--- config.mk ---
export PLATFORM = sky130hd
export DESIGN_NAME = mmio_uart_bridge
export DESIGN_NICKNAME = d
export VERILOG_FILES = /design/src/rtl/mmio_pkg.sv /design/src/rtl/sync_fifo.sv /design/src/rtl/mmio_uart_bridge.sv
export SDC_FILE = /design/constraint.sdc
export NUM_CORES = 1
export LEC_CHECK = 0
export CAP_MARGIN = 20
export CORE_UTILIZATION = 45
export DETAILED_ROUTE_END_ITERATION = 10
export DONT_BUFFER_PORTS = 1
export PLACE_DENSITY_LB_ADDON = 0.2
export SYNTH_ARGS = -nofsm -noshare
export SYNTH_HDL_FRONTEND = slang
export SYNTH_HIERARCHICAL = 1
export SYNTH_SLANG_ARGS = --single-unit
--- constraint.sdc ---
create_clock -name clk -period 4 [get_ports clk]
set_input_delay 0.8 -clock clk [delete_from_list [all_inputs] [get_ports clk]]
set_output_delay 0.8 -clock clk [all_outputs]
set_load 0.03 [all_outputs]
--- src/rtl/mmio_pkg.sv ---
// Shared definitions for the MMIO UART bridge: register map, bit positions, bus FSM states.
// Latency: n/a (definitions only).
// Backpressure: n/a.
package mmio_pkg;

    // Register index within the 16-byte window (mem_addr[3:2]).
    localparam logic [1:0] REG_DATA   = 2'd0;
    localparam logic [1:0] REG_STATUS = 2'd1;
    localparam logic [1:0] REG_CTRL   = 2'd2;
    localparam logic [1:0] REG_RSVD   = 2'd3;

    // STATUS bit positions.
    localparam int ST_RX_NONEMPTY  = 0;
    localparam int ST_TX_NOTFULL   = 1;
    localparam int ST_TX_EMPTY     = 2;
    localparam int ST_RX_OVERFLOW  = 3;
    localparam int ST_TX_DROP      = 4;
    localparam int ST_RX_COUNT_LSB = 8;
    localparam int ST_TX_COUNT_LSB = 16;

    // CTRL bit positions; the two clear bits are write-one-to-clear strobes.
    localparam int CTRL_RX_IRQ_EN   = 0;
    localparam int CTRL_TXE_IRQ_EN  = 1;
    localparam int CTRL_CLR_RX_OVF  = 2;
    localparam int CTRL_CLR_TX_DROP = 3;

    typedef enum logic [1:0] {
        BUS_IDLE    = 2'd0,
        BUS_ACK     = 2'd1,
        BUS_WAIT_TX = 2'd2
    } bus_state_t;

    // A 256-deep FIFO holds 256 entries, which does not fit the 8-bit
    // STATUS count fields; report 255 in that single case.
    function automatic logic [7:0] sat_count8(input logic [8:0] c);
        return (c > 9'd255) ? 8'hFF : c[7:0];
    endfunction

endpackage

--- src/rtl/sync_fifo.sv ---
// Synchronous FIFO with free-running wrap-around pointers and a combinational head read.
// Latency: a pushed entry is visible at head the cycle after the push.
// Backpressure: push is ignored when full unless a pop happens in the same cycle; pop on empty is ignored.
//   ports: clk, resetn (sync, active-low), push/push_data, pop/head, full, empty, count
module sync_fifo #(
    parameter int WIDTH = 8,
    parameter int DEPTH = 16
) (
    input  logic                     clk,
    input  logic                     resetn,
    input  logic                     push,
    input  logic [WIDTH-1:0]         push_data,
    input  logic                     pop,
    output logic [WIDTH-1:0]         head,
    output logic                     full,
    output logic                     empty,
    output logic [$clog2(DEPTH):0]   count
);

    localparam int AW = $clog2(DEPTH);

    logic [WIDTH-1:0] mem [DEPTH];
    logic [AW:0]      wptr;
    logic [AW:0]      rptr;
    logic             do_push;
    logic             do_pop;

    // Pointers carry one extra bit, so the difference is the occupancy
    // and equal pointers unambiguously mean empty.
    assign count   = wptr - rptr;
    assign empty   = (wptr == rptr);
    assign full    = (count == (AW+1)'(DEPTH));
    assign do_pop  = pop & ~empty;
    assign do_push = push & (~full | do_pop);
    assign head    = mem[rptr[AW-1:0]];

    always_ff @(posedge clk) begin
        if (!resetn) begin
            wptr <= '0;
            rptr <= '0;
        end else begin
            if (do_push) wptr <= wptr + 1'b1;
            if (do_pop)  rptr <= rptr + 1'b1;
        end
    end

    always_ff @(posedge clk) begin
        if (do_push) mem[wptr[AW-1:0]] <= push_data;
    end

endmodule

--- src/rtl/mmio_uart_bridge.sv ---
// picorv32 native-bus register window in front of a UART TX/RX stream pair, with TX and RX FIFOs and a level irq.
// Latency: mem_ready one cycle after the claim; a DATA write to a full TX FIFO waits (blocking) or is dropped.
// Backpressure: tx stream honours tx_tready; rx_tready is always 1 out of reset and overflowing beats are discarded.
//   ports: clk, resetn; mem_* picorv32 bus; tx_t* stream out; rx_t* stream in; irq
module mmio_uart_bridge
    import mmio_pkg::*;
#(
    parameter logic [31:0] BASE_ADDR   = 32'h2000_0000,
    parameter int          TX_DEPTH    = 16,
    parameter int          RX_DEPTH    = 16,
    parameter int          TX_BLOCKING = 1
) (
    input  logic        clk,
    input  logic        resetn,
    input  logic        mem_valid,
    input  logic [31:0] mem_addr,
    input  logic [31:0] mem_wdata,
    input  logic [3:0]  mem_wstrb,
    output logic        mem_ready,
    output logic [31:0] mem_rdata,
    output logic [7:0]  tx_tdata,
    output logic        tx_tvalid,
    input  logic        tx_tready,
    input  logic [7:0]  rx_tdata,
    input  logic        rx_tvalid,
    output logic        rx_tready,
    output logic        irq
);

    logic [$clog2(TX_DEPTH):0] tx_count;
    logic [$clog2(RX_DEPTH):0] rx_count;
    logic       tx_full, tx_empty, tx_push, tx_pop;
    logic       rx_full, rx_empty, rx_push, rx_pop;
    logic [7:0] tx_push_data, rx_head;

    bus_state_t  state;
    logic        rx_irq_en, txe_irq_en;
    logic        rx_overflow, tx_drop;
    logic [7:0]  pend_data;
    logic [31:0] status_word;

    logic       claim, is_wr, data_wr, data_rd;
    logic [1:0] reg_sel;
    logic       unused_bits;

    assign unused_bits = ^{mem_addr[1:0], mem_wdata[31:8]};

    assign claim   = (state == BUS_IDLE) && mem_valid && (mem_addr[31:4] == BASE_ADDR[31:4]);
    assign is_wr   = |mem_wstrb;
    assign reg_sel = mem_addr[3:2];
    assign data_wr = claim && is_wr && (reg_sel == REG_DATA);
    assign data_rd = claim && !is_wr && (reg_sel == REG_DATA);

    // A stalled write pushes the byte captured at claim time, not whatever
    // is on mem_wdata later.
    assign tx_push      = (data_wr && !tx_full) || ((state == BUS_WAIT_TX) && !tx_full);
    assign tx_push_data = (state == BUS_WAIT_TX) ? pend_data : mem_wdata[7:0];
    assign tx_tvalid    = !tx_empty;
    assign tx_pop       = tx_tvalid && tx_tready;

    // A beat arriving on a full RX FIFO is lost even if a read pops in the
    // same cycle; the overflow flag reports it.
    assign rx_push = rx_tvalid && rx_tready && !rx_full;
    assign rx_pop  = data_rd && !rx_empty;

    sync_fifo #(.WIDTH(8), .DEPTH(TX_DEPTH)) u_tx_fifo (
        .clk       (clk),
        .resetn    (resetn),
        .push      (tx_push),
        .push_data (tx_push_data),
        .pop       (tx_pop),
        .head      (tx_tdata),
        .full      (tx_full),
        .empty     (tx_empty),
        .count     (tx_count)
    );

    sync_fifo #(.WIDTH(8), .DEPTH(RX_DEPTH)) u_rx_fifo (
        .clk       (clk),
        .resetn    (resetn),
        .push      (rx_push),
        .push_data (rx_tdata),
        .pop       (rx_pop),
        .head      (rx_head),
        .full      (rx_full),
        .empty     (rx_empty),
        .count     (rx_count)
    );

    always_comb begin
        status_word = '0;
        status_word[ST_RX_NONEMPTY] = !rx_empty;
        status_word[ST_TX_NOTFULL]  = !tx_full;
        status_word[ST_TX_EMPTY]    = tx_empty;
        status_word[ST_RX_OVERFLOW] = rx_overflow;
        status_word[ST_TX_DROP]     = tx_drop;
        status_word[ST_RX_COUNT_LSB +: 8] = sat_count8(9'(rx_count));
        status_word[ST_TX_COUNT_LSB +: 8] = sat_count8(9'(tx_count));
    end

    always_ff @(posedge clk) begin
        if (!resetn) begin
            state       <= BUS_IDLE;
            mem_ready   <= 1'b0;
            mem_rdata   <= '0;
            rx_irq_en   <= 1'b0;
            txe_irq_en  <= 1'b0;
            rx_overflow <= 1'b0;
            tx_drop     <= 1'b0;
            pend_data   <= '0;
            irq         <= 1'b0;
            rx_tready   <= 1'b0;
        end else begin
            rx_tready <= 1'b1;
            irq       <= (rx_irq_en && !rx_empty) || (txe_irq_en && tx_empty);

            case (state)
                BUS_IDLE: begin
                    if (claim) begin
                        state     <= BUS_ACK;
                        mem_ready <= 1'b1;
                        mem_rdata <= '0;
                        case (reg_sel)
                            REG_DATA: begin
                                if (is_wr) begin
                                    if (tx_full) begin
                                        if (TX_BLOCKING != 0) begin
                                            state     <= BUS_WAIT_TX;
                                            mem_ready <= 1'b0;
                                            pend_data <= mem_wdata[7:0];
                                        end else begin
                                            tx_drop <= 1'b1;
                                        end
                                    end
                                end else if (!rx_empty) begin
                                    mem_rdata <= {23'd0, 1'b1, rx_head};
                                end
                            end
                            REG_STATUS: begin
                                if (!is_wr) mem_rdata <= status_word;
                            end
                            REG_CTRL: begin
                                if (is_wr) begin
                                    rx_irq_en  <= mem_wdata[CTRL_RX_IRQ_EN];
                                    txe_irq_en <= mem_wdata[CTRL_TXE_IRQ_EN];
                                    if (mem_wdata[CTRL_CLR_RX_OVF])  rx_overflow <= 1'b0;
                                    if (mem_wdata[CTRL_CLR_TX_DROP]) tx_drop     <= 1'b0;
                                end else begin
                                    mem_rdata <= {30'd0, txe_irq_en, rx_irq_en};
                                end
                            end
                            default: ;
                        endcase
                    end
                end
                BUS_WAIT_TX: begin
                    if (!tx_full) begin
                        state     <= BUS_ACK;
                        mem_ready <= 1'b1;
                    end
                end
                // The master may still hold mem_valid here; it is deliberately not looked at.
                BUS_ACK: begin
                    state     <= BUS_IDLE;
                    mem_ready <= 1'b0;
                    mem_rdata <= '0;
                end
                default: state <= BUS_IDLE;
            endcase

            // Placed last so a new overflow beats a same-cycle software clear.
            if (rx_tvalid && rx_tready && rx_full) rx_overflow <= 1'b1;
        end
    end

endmodule

==> metrics.md <==
| Metric | Value |
|---|---|
| Worst path max stage delay | 0.43 ns |
| Adder-cell share of the synthesized area | 0.0232 |
| Yosys reg bits | 318 |
| Global-route wire length before repair | 42.2 mm |
| Crit path DAT | 3.79 ns |
| Max_cap viols | 0 |
| RSZ-0062 raised after global routing | no |
| DRC errors left | 0 |
| Final Hold Vio Count | 0 |
| Cells after Synth | just over 800 |
| Post_cts resized | 0 |
| Xor-xnor portion of the synthesized cell area | 0.0102 |
| Synth Cell Area | 13,600 um2 |
| Final period utilization | 0.898 |
| Die height | 176 um |
| DP Cell Count | 1,206 |
| Core footprint | 29,600 um2 |
| Clock slew at the register clock pins of the worst setup and hold paths | 0.06 ns |
| Largest net degree at the start of global routing | 58 |
| PwrDens | around 450 nW/um2 |
| Critical path type | flop to flop |
| Clock Path Buffers | 3 |
| Post-CTS Setup Bufs | 0 |
| Fmax | around 0.28 GHz |
| Worst Path Max Fanout | 8 |
| Rel. slew slack | 0.471 |
| Crit-path cells | inv_1 > ha_1 > fa_1 > nand2b_1 > a21oi_1 > xor2_1 > inv_1 > nand2_1 > nor2_1 > a21oi_1 > and2_1 > o31ai_4 > nor3_1 > buf_4 |
| Comb power frac | 0.016 |
| Synth-to-layout area growth | 12.4% |
| Status | complete, no violations |
| Worst skew pair latency | 0.51 ns |
| Netlist cell types | 73 |
| Part of the power in registers | 0.522 |
| Period minus WS final | roughly 3.6 ns |
| Switching share of power | 0.194 |
| Register area share after synthesis | 0.658 |
| Primary FF master, synth | edfxtp_1 |
| Drt first-iter violations | 468 |
| Syn Area/Cell | ~17 um2 |
| Hold Path Class | primary input to flop |
| Die width | about 180 um |
| Top Ports | 125 |
| Post-route ant nets | 0 |
| EDFF count, synth | 256 |
| Root buf cell | clkbuf_16 |
| Fillers | 2,418 |
| H-tree depth | 2 |
| Routed WL | 27.1 mm |
| Initial Util | 0.458 |
| Port bufs | 0 |
| Static Leakage | 5.05 nW |
| Slowest stage cell, crit path | fa_1 |
| Main combinational cell family by area after synthesis | multiplexers |
| Power share of the clock group | 0.462 |
| Sum Neg Setup Slack | 0 ns |
| N_diodes | 0 |
| DR pass1 iterations | 5 |
| Non-Filler Instances | ~1,300 |
| Grt ovf | 0 |
| Clk_skew | 0.0151 ns |
| NetSw | 1.33 mW |
| WP data required | about 4.2 ns |
| FFs w/ async S/R, synth | 0 |
| Yosys Warn Count | 6 |
| DR vias | 7,101 |
| Post-synthesis mux area share | 0.155 |
| DPL Wire Length | between 15 and 20 mm |
| Clk sinks | 318 |
| VDD IR-drop max | 0.395 mV |
| Die area | 30,900 um2 |
| Global router's overall resource usage | 0.181 |
| Layout cell share with drive strength beyond 1 | 0.217 |
| Final net count | 958 |
| CTS Buf Count | 35 |
| Routed vias/inst | 5.59 |
| Quantity of hold-fixing buffers added after cts | 0 |
| Actual slew at the worst max-slew pin | 0.793 ns |
| PnR worst setup slack | 0.409 ns |
| Drt wl/cell | approximately 21 um |
| RD Place Congestion | 0.758 |
| Setup Viol. Count Final | 0 |
| Post-synthesis compound-gate area fraction | 0.0388 |
| TritonCTS clock tree | done |
| Startpoint types | flop |
| Initial antenna violation count | 0 |
| Max Transition Viols Final | 0 |
| Synth Area in Simple Gates | 0.0794 |
| Cell Rows | 63 |
| Internal power | approximately 5.5 mW |
| Place WS | 0.350 ns |
| Nature of the critical path endpoint | flop |
| Number of global-route vias before repair | ~7,300 |
[critical path, delay by kind of cell, from the launching register on]
kind,cells,cell delay [ns]
flops,1,0.40
compound gates,3,0.70
buf+inv,3,0.45
fa+ha+maj,2,0.71
xor+xnor,1,0.27
simple gates,5,0.76
[cell usage after synthesis (all sizes together) (4+ instances only)]
cell,instances,area (um2)
edfxtp,256,7690
mux4,80,1890
dfxtp,62,1240
nand2,59,221
buf,39,295
nor2,38,143
nand3,32,160
inv,24,90.1
ha,22,275
a21oi,21,105
nor3,21,121
clkbuf,18,82.6
o21ai,18,135
mux2i,12,120
nand4,11,81.3
xnor2,9,86.3
and2,8,50.1
mux2,8,90.1
nor4,8,50.1
nand2b,6,37.5
o311ai,6,60.1
xor2,6,52.6
nor2b,5,38.8
nor4b,5,77.6
a21boi,4,30.0
and3,4,26.3
o211ai,4,30.0
[power by group through the flow]
stage                     sequential [mW]  clock, mW  combinational, mW
after detailed placement             3.66          0              0.110
after global routing                 3.59       3.39              0.120
after CTS                            3.59       3.25              0.111
after floorplan                      3.66          0              0.101
final                                3.59       3.18              0.110
after global placement               3.66          0              0.105
[layout make-up]
cell class,count,area (um2),area share
tap,390,488,0.0320
inverter,24,90.1,0.00591
multi-input combinational,429,4230,0.277
sequential,318,8930,0.586
timing repair buffer,45,350,0.0230
clock buffer,41,930,0.0610
clock inverter,23,229,0.0150
[layer usage]
metal  global-route usage  up-vias  wire [um]
met5                    0        -          0
li1                     -     3259          -
met4               0.0377        0        424
met2                0.322      138      14300
met3               0.0340       37       1200
met1                0.229     3667      11200
[placed cells by master, fill, tap and decap left out, types with 12 or more instances in the layout]
| cell | count |
|---|---|
| buf_4 | 44 |
| nand3_1 | 32 |
| conb_1 | 14 |
| nand2_1 | 59 |
| edfxtp_1 | 256 |
| nor2_1 | 38 |
| mux2i_1 | 12 |
| dfxtp_1 | 60 |
| ha_1 | 22 |
| a21oi_1 | 21 |
| mux4_1 | 24 |
| nor3_1 | 19 |
| mux4_2 | 56 |
| inv_1 | 24 |
| clkbuf_16 | 36 |
[cells by family after synthesis]
family / count (synthesis)
buf+inv: 82
mux: 100
xor+xnor: 15
fa+ha+maj: 24
other cells: 1
simple gates: 206
compound gates: 70
flops: 318
[flip-flops by register name, indices dropped and copies added, names as in the netlist, 2 cells and up, named ones only]
name,count
mem_rdata,18
u_tx_fifo/mem,128
u_tx_fifo/rptr,5
u_rx_fifo/wptr,5
u_tx_fifo/wptr,5
u_rx_fifo/mem,128
u_rx_fifo/rptr,5
state,2
pend_data,8
[worst paths after layout]
| kind | slack (ns) | cells after the start | start | to |
|---|---|---|---|---|
| worst min-delay path | 0.32 | 0 | resetn | rx_tready |
| worst min register to register | 0.46 | 2 | pend_data[1] | pend_data[1] |
| worst max-delay path | 0.41 | 14 | u_tx_fifo/wptr[0] | u_tx_fifo/mem[3][7] |
| worst max register to register | 0.41 | 14 | u_tx_fifo/wptr[0] | u_tx_fifo/mem[3][7] |
[per-stage QoR]
step / util / cell area (um2) / total power [mW] / hold slack [ns]
finish: 0.515 / 15200 / 6.88 / 0.322
global route: 0.515 / 15200 / 7.10 / 0.302
CTS: 0.515 / 15200 / 6.95 / 0.303
global placement: 0.475 / 14100 / 3.76 / 0.441
detailed placement: 0.475 / 14100 / 3.77 / 0.457
floorplan: - / 13600 / 3.76 / 0.435
No activity file was read; power rests on OpenSTA's default activity.
